[config.mk]
export PLATFORM = sky130hd
export DESIGN_NAME = inverse_symbol_generator
export DESIGN_NICKNAME = d
export VERILOG_FILES = /design/src/rtl/inverse_symbol_generator.sv
export SDC_FILE = /design/constraint.sdc
export NUM_CORES = 1
export LEC_CHECK = 0
export ABC_CLOCK_PERIOD_IN_PS = 1450
export CAP_MARGIN = 20
export CORE_MARGIN = 1
export CORE_UTILIZATION = 35
export CTS_BUF_LIST = sky130_fd_sc_hd__clkbuf_8
export DETAILED_ROUTE_END_ITERATION = 6
export HOLD_SLACK_MARGIN = 0.08
export MAX_ROUTING_LAYER = met4
export PLACE_DENSITY_LB_ADDON = 0.25
export SYNTH_ARGS = -nofsm -noshare
export SYNTH_HDL_FRONTEND = slang
export SYNTH_SLANG_ARGS = --single-unit
[constraint.sdc]
create_clock -name clk -period 1.45 [get_ports clk]
set_clock_uncertainty 0.15 [all_clocks]
set_input_delay 0.29 -clock clk [delete_from_list [all_inputs] [get_ports clk]]
set_output_delay 0.29 -clock clk [all_outputs]
set_load 0.01 [all_outputs]
[src/rtl/inverse_symbol_generator.sv]
// Single-rail 16-QAM amplitude slicer: maps each signed lane sample to a level code 1..4.
// It registers the packed codes plus a flag that is set when the lanes disagree.
module inverse_symbol_generator #(
  parameter int LANE_W = 16,
  parameter int LANES  = 4,
  parameter int TH1    = 15,
  parameter int TH2    = 25,
  parameter int TH3    = 35
) (
  input  logic                      clk,
  input  logic                      rst,
  input  logic                      in_valid,
  input  logic [LANE_W*LANES-1:0]   in_data,
  output logic                      out_valid,
  output logic [4*LANES-1:0]        out_data,
  output logic                      out_mismatch
);

  localparam logic signed [LANE_W-1:0] TH1_L = TH1[LANE_W-1:0];
  localparam logic signed [LANE_W-1:0] TH2_L = TH2[LANE_W-1:0];
  localparam logic signed [LANE_W-1:0] TH3_L = TH3[LANE_W-1:0];

  logic [4*LANES-1:0] code_w;
  logic [LANES-1:0]   lane_diff_w;

  logic               valid_q, valid_d;
  logic [4*LANES-1:0] data_q, data_d;
  logic               mismatch_q, mismatch_d;

  generate
    for (genvar gi = 0; gi < LANES; gi++) begin : g_lane
      logic signed [LANE_W-1:0] sample_w;
      logic [3:0]               code_lane_w;

      assign sample_w = in_data[gi*LANE_W +: LANE_W];

      // A sample sitting exactly on a threshold takes the higher code.
      always_comb begin
        code_lane_w = 4'h1;
        if (sample_w >= TH3_L)      code_lane_w = 4'h4;
        else if (sample_w >= TH2_L) code_lane_w = 4'h3;
        else if (sample_w >= TH1_L) code_lane_w = 4'h2;
      end

      assign code_w[gi*4 +: 4] = code_lane_w;
      assign lane_diff_w[gi]   = (code_lane_w != code_w[3:0]);
    end
  endgenerate

  always_comb begin
    valid_d    = in_valid;
    data_d     = data_q;
    mismatch_d = mismatch_q;
    if (in_valid) begin
      data_d     = code_w;
      mismatch_d = |lane_diff_w;
    end
  end

  always_ff @(posedge clk or posedge rst) begin
    if (rst) begin
      valid_q    <= 1'b0;
      data_q     <= '0;
      mismatch_q <= 1'b0;
    end else begin
      valid_q    <= valid_d;
      data_q     <= data_d;
      mismatch_q <= mismatch_d;
    end
  end

  assign out_valid    = valid_q;
  assign out_data     = data_q;
  assign out_mismatch = mismatch_q;

endmodule

# --- Yosys cells after proc, flatten, opt, wreduce, memory -nomap -nowiden ---
# Cells that the tools add are included.
totals:
  regBits: 18
  inputBits: 67
  output_inout_bits: 18
  wordCells: 31
op_classes:
  magnitude_cmp: 12
  n_eq_ne: 3
  muxes: 12
  n_reduce_logical: 1
op_table:
  columns: ["cell", "n"]
  rows:
  - ["$ge A16 B5 Y1 const B", 4]
  - ["$ge A16 B6 Y1 const B", 4]
  - ["$ge A16 B7 Y1 const B", 4]
  - ["$mux W2", 8]
  - ["$mux W3", 4]
  - ["$ne A4 B4 Y1", 3]
  - ["$reduce_or A3 Y1", 1]

# --- Logic depth before layout (Yosys ltp) ---
logic_depth:
  word_depth: 6
  mapped_depth: 6
  mapped_depth_nobuf: 6

# --- Worst setup path after synthesis ---
# Ideal clock, no wire load.
synth_timing:
  path_kind: "in2reg"
  startpoint: "input in_data[17]"
  endpoint: "register mismatch_q, in the netlist out_mismatch"
  setup_time_ns: 0.130
  arrival_time_ns: 1.824
  t_required_ns: 1.170
  slack_ns: -0.655
  cell_stages: 6
  n_path_buf: 0
  cell_sequence: "a2111oi_2 o2111a_2 o31ai_1 or4_1 a222oi_1 a21oi_1"
synth_via:
  elab_chain_len: 6
  word_cells_on_any_way: 8
  classes_between: "3 x order compare; 1 x eq/ne; 3 x mux; 1 x reduce/logical"
synth_rtl:
  columns: ["item", "line_no", "rtl"]
  rows:
  - ["from (decl)", "13", "input logic [LANE_W*LANES-1:0] in_data,"]
  - ["$ge A16 B5 Y1", "42", "else if (sample_w >= TH1_L) code_lane_w = 4'h2;"]
  - ["$mux W2", "42", null]
  - ["$mux W2", "41", "else if (sample_w >= TH2_L) code_lane_w = 4'h3;"]
  - ["$mux W3 (*)", "40", "if (sample_w >= TH3_L) code_lane_w = 4'h4;"]
  - ["$ne A4 B4 Y1 (*)", "46", "assign lane_diff_w[gi] = (code_lane_w != code_w[3:0]);"]
  - ["$reduce_or A3 Y1 (*)", "56", "mismatch_d = |lane_diff_w;"]
  - ["to (signal assigned)", "68", "mismatch_q <= mismatch_d;"]
  - ["to (decl)", "28", "logic mismatch_q, mismatch_d;"]
# Every way passes the cells marked *; elsewhere a longest branch is shown, timed or not.
# A chain may end at the register's enable or synchronous reset.

# --- Worst setup path after layout ---
layout_timing:
  startpoint: "input in_data[45]"
  endpoint: "register mismatch_q, in the netlist out_mismatch"
# Same word-level chain as after synthesis.

==> impl_metrics.prom <==
# TYPE chip_impl_metric gauge
chip_impl_metric{name="drt_wl_total",unit="µm"} 5391
chip_impl_metric{name="cts.path.max_buffers",unit=""} 2
chip_impl_metric{name="h-tree-depth",unit=""} 1
chip_impl_info{name="grt_setup_unrepaired",value="true"} 1
chip_impl_metric{name="postLayoutCoreUtil",unit="%"} 90.40
chip_impl_metric{name="core_box_area",unit="µm²"} 2567
chip_impl_metric{name="syn-instance-count",unit=""} 107
chip_impl_metric{name="r2r.worst_path.cells",unit=""} 1
chip_impl_info{name="violated_checks",value="negative setup slack"} 1
chip_impl_info{name="ctsRootBufferMaster",value="clkbuf_8"} 1
chip_impl_info{name="start_kind",value="input port"} 1
chip_impl_metric{name="cp_data_required_time",unit="ps"} 1410
chip_impl_metric{name="chipWidth",unit="µm"} 55.01
chip_impl_metric{name="timing.critical_path.arrival",unit="ps"} 2290
chip_impl_metric{name="synth_cell_type_count",unit=""} 32
chip_impl_metric{name="place.detailed.instances",unit=""} 248
chip_impl_info{name="ys.flop_type",value="dfrtp_1"} 1
chip_impl_info{name="ys_top_cells_by_area",value="dfrtp_1 (36%), a2111oi_2 (6.1%), nor2_1 (5.7%)"} 1
chip_impl_metric{name="synth.cell_area",unit="µm²"} 983.4
chip_impl_metric{name="total_power",unit="mW"} 1.287
chip_impl_metric{name="cts_hold_buffers",unit=""} 0
chip_impl_metric{name="clock_network_latency_to_the_later_pin_of_the_worst_skew_pair",unit="ps"} 250
chip_impl_metric{name="stdcell_area",unit="µm²"} 2321
chip_impl_metric{name="ioPinCount",unit=""} 85
chip_impl_metric{name="antenna_found_initial",unit=""} 0
chip_impl_info{name="tritoncts",value="built"} 1
chip_impl_metric{name="route.detailed.drc",unit=""} 0
chip_impl_metric{name="height_of_the_die",unit="µm"} 55.01
chip_impl_info{name="timing.critical_path.cells",value="clkdlybuf4s15_1 -> nor4_2 -> o2111a_2 -> o211ai_2 -> or4_1 -> a222oi_1 -> a21oi_1"} 1
chip_impl_metric{name="area_delta_synth_final",unit="%"} 136.0
chip_impl_info{name="yosys.area.top_type",value="dfrtp_1"} 1
chip_impl_info{name="synth.cells.most_frequent",value="nor2_1 (15), dfrtp_1 (14), inv_1 (10), a21oi_1 (9), nor4_1 (6)"} 1
chip_impl_metric{name="placed_cell_area",unit="µm²"} 2053
chip_impl_info{name="crit_path_end_kind",value="flip-flop"} 1
chip_impl_metric{name="finalSetupViolations",unit=""} 9
chip_impl_metric{name="detailroute.via_count",unit=""} 1545
chip_impl_metric{name="stdcell_count",unit=""} 258
chip_impl_metric{name="finalCritPeriodShare",unit="%"} 160.8
chip_impl_metric{name="final_nets",unit=""} 296
chip_impl_info{name="path_class",value="input port to flip-flop"} 1
chip_impl_metric{name="worst-r2r-setup-slack",unit="ps"} 520
chip_impl_metric{name="seq_area_frac_synth",unit="%"} 35.62
chip_impl_info{name="hold_path_class",value="input port to async pin"} 1
chip_impl_metric{name="gr-total-overflow",unit=""} 0
chip_impl_metric{name="dr.first_iter.drc_count",unit=""} 51
chip_impl_metric{name="detail-route-antenna-nets",unit=""} 0
chip_impl_metric{name="die_area",unit="µm²"} 3026
chip_impl_metric{name="synthDominantCellAreaShare",unit="%"} 35.62
chip_impl_metric{name="drt-wirelength-per-cell",unit="µm"} 20.90
chip_impl_info{name="crit-reg2reg-launch",value="out_data[10]"} 1
chip_impl_metric{name="initial_utilization",unit="%"} 38.30
chip_impl_metric{name="cts-buffers-inserted",unit=""} 3
chip_impl_metric{name="number_of_flops_mapped_to_enable_cells_by_yosys",unit=""} 0
chip_impl_metric{name="critical_path.max_fanout",unit=""} 3
chip_impl_metric{name="final-hold-violation-count",unit=""} 0
chip_impl_metric{name="clock_sink_count",unit=""} 14
chip_impl_metric{name="detail_route.vias_per_cell",unit=""} 5.988
chip_impl_metric{name="place_congestion",unit=""} 0.8482
chip_impl_metric{name="final_layout_size_suffix_gt1_share",unit="%"} 51.75
chip_impl_metric{name="drv.max_cap_violation_count",unit=""} 0
chip_impl_metric{name="slew_viol_final",unit=""} 0
chip_impl_metric{name="dp_hpwl",unit="µm"} 2897
chip_impl_metric{name="vdd_ir_drop_max",unit="V"} 0.0007652
chip_impl_metric{name="power.leakage",unit="nW"} 1.066
chip_impl_metric{name="maximum_clock_frequency",unit="MHz"} 429.0
chip_impl_metric{name="finalSetupTns",unit="ps"} -1625
chip_impl_metric{name="grt_max_degree",unit=""} 15
chip_impl_metric{name="grt_pass1_vias",unit=""} 1408
chip_impl_metric{name="port_buffers",unit=""} 80
chip_impl_metric{name="async_reset_ff_share",unit="%"} 100.0
chip_impl_metric{name="clk_pin_slew_worst_paths",unit="ps"} 60
chip_impl_info{name="cpLargestDelayFamily",value="compound AO/OA/AOI/OAI gates"} 1
chip_impl_metric{name="std_cell_rows",unit=""} 18
chip_impl_metric{name="cp_num_buf_inv",unit=""} 1
chip_impl_metric{name="power_density",unit="nW/µm²"} 554.4
chip_impl_metric{name="drt_pre_antenna_iters",unit=""} 4
chip_impl_metric{name="post_synth.cell_area_avg",unit="µm²"} 9.191
chip_impl_info{name="critical-path-slowest-cell",value="or4_1"} 1
chip_impl_info{name="r2r-end",value="out_data[10]"} 1
chip_impl_metric{name="num_antenna_cells",unit=""} 0
chip_impl_metric{name="overall_global_routing_usage",unit="%"} 30.30
chip_impl_metric{name="synthesis.yosys.warnings",unit=""} 0
chip_impl_info{name="outcome",value="finished, violations left"} 1
chip_impl_metric{name="ys_seq_elements",unit=""} 14
chip_impl_metric{name="wire_length_of_the_first_global_routing_pass",unit="µm"} 6223
chip_impl_metric{name="final.setup.worst_slack",unit="ps"} -881.2
chip_impl_info{name="yosys.cell_count.top_type",value="nor2_1"} 1
chip_impl_metric{name="finalWorstPathRequiredPeriod",unit="ps"} 2331
chip_impl_metric{name="slowest_delay",unit="ps"} 430
metal layers:
layer | track usage (%) | part of all wire [%]
met2 | 54.22 | 50
met4 | 14.58 | 7.2
met3 | 4.645 | 10
met1 | 32.43 | 32
met5 | - | 0
worst max path at each step:
stage | slack (ps) | depth (start not counted) | to | from
global placement | -1170 | 7 | out_mismatch | in_data[0]
floorplan | -650 | 6 | out_mismatch | in_data[17]
global route | -1030 | 7 | out_mismatch | in_data[45]
detailed placement | -1290 | 7 | out_mismatch | in_data[0]
finish | -880 | 7 | out_mismatch | in_data[45]
CTS | -660 | 8 | out_mismatch | in_data[1]
tightest hold or removal path, stage by stage:
cell and delay [ps]:
clkdlybuf4s50_1 410, inv_1 60, buf_4 220
timing repair:
action / 4_1_cts / 5_1_grt
pin swaps: 32 / 24
endpoints found under the setup margin: 27 / 13
buffers inserted: 6 / 5
gates resized for setup: 207 / 43
gates cloned: 0 / 0
sequential cells by signal, summed over array words and instances (netlist names):
name / cells
out_data: 12
out_mismatch: 1
out_valid: 1
stage by stage:
stage,setup slack [ps],hold WS (ps)
2_1_floorplan,-654.6,29.22
3_3_place_gp,-1173,344.4
3_5_place_dp,-1293,348.6
4_1_cts,-664.4,222.7
5_1_grt,-1028,235.6
6_report,-881.2,220.5
kinds of logic after synthesis:
kind of cell | after synthesis | share of synthesized area (%)
other | 1 | 0.3813
and+or+nand+nor | 38 | 20.36
muxes | 6 | 6.616
buffers and inverters | 16 | 8.651
AOI/OAI and AO/OA | 32 | 28.37
DFF | 14 | 35.62
report_power, final:
part | internal (mW) | switching (mW) | total [mW]
Combinational | 0.258 | 0.216 | 0.473
Clock | 0.241 | 0.146 | 0.386
Sequential | 0.414 | 0.0134 | 0.427
layout make-up:
| cell class | instances | area (µm²) |
|---|---|---|
| fill | 99 | 246.5 |
| sequential | 14 | 350.3 |
| inverter | 10 | 37.54 |
| multi-input combinational | 80 | 810.8 |
| timing repair buffer | 120 | 1030 |
| clock buffer | 4 | 55.05 |
| tap | 30 | 37.54 |
layout by cell type, fill, tap and decap left out, types with 4 or more instances in the layout:
| cell | synthesis | routed |
|---|---|---|
| o2111a_2 | 3 | 4 |
| conb_1 | 1 | 4 |
| nor2_4 | 0 | 4 |
| nand4_1 | 5 | 5 |
| inv_1 | 10 | 8 |
| nor2_1 | 15 | 9 |
| a2111oi_4 | 0 | 4 |
| dlygate4sd2_1 | 0 | 36 |
| clkbuf_2 | 0 | 8 |
| buf_8 | 0 | 4 |
| dfrtp_1 | 14 | 14 |
| buf_6 | 0 | 14 |
| nor4_2 | 0 | 6 |
| clkdlybuf4s15_1 | 0 | 8 |
| buf_2 | 1 | 11 |
| clkbuf_8 | 0 | 4 |
| buf_4 | 4 | 32 |
(Power assumes the default switching activity.)
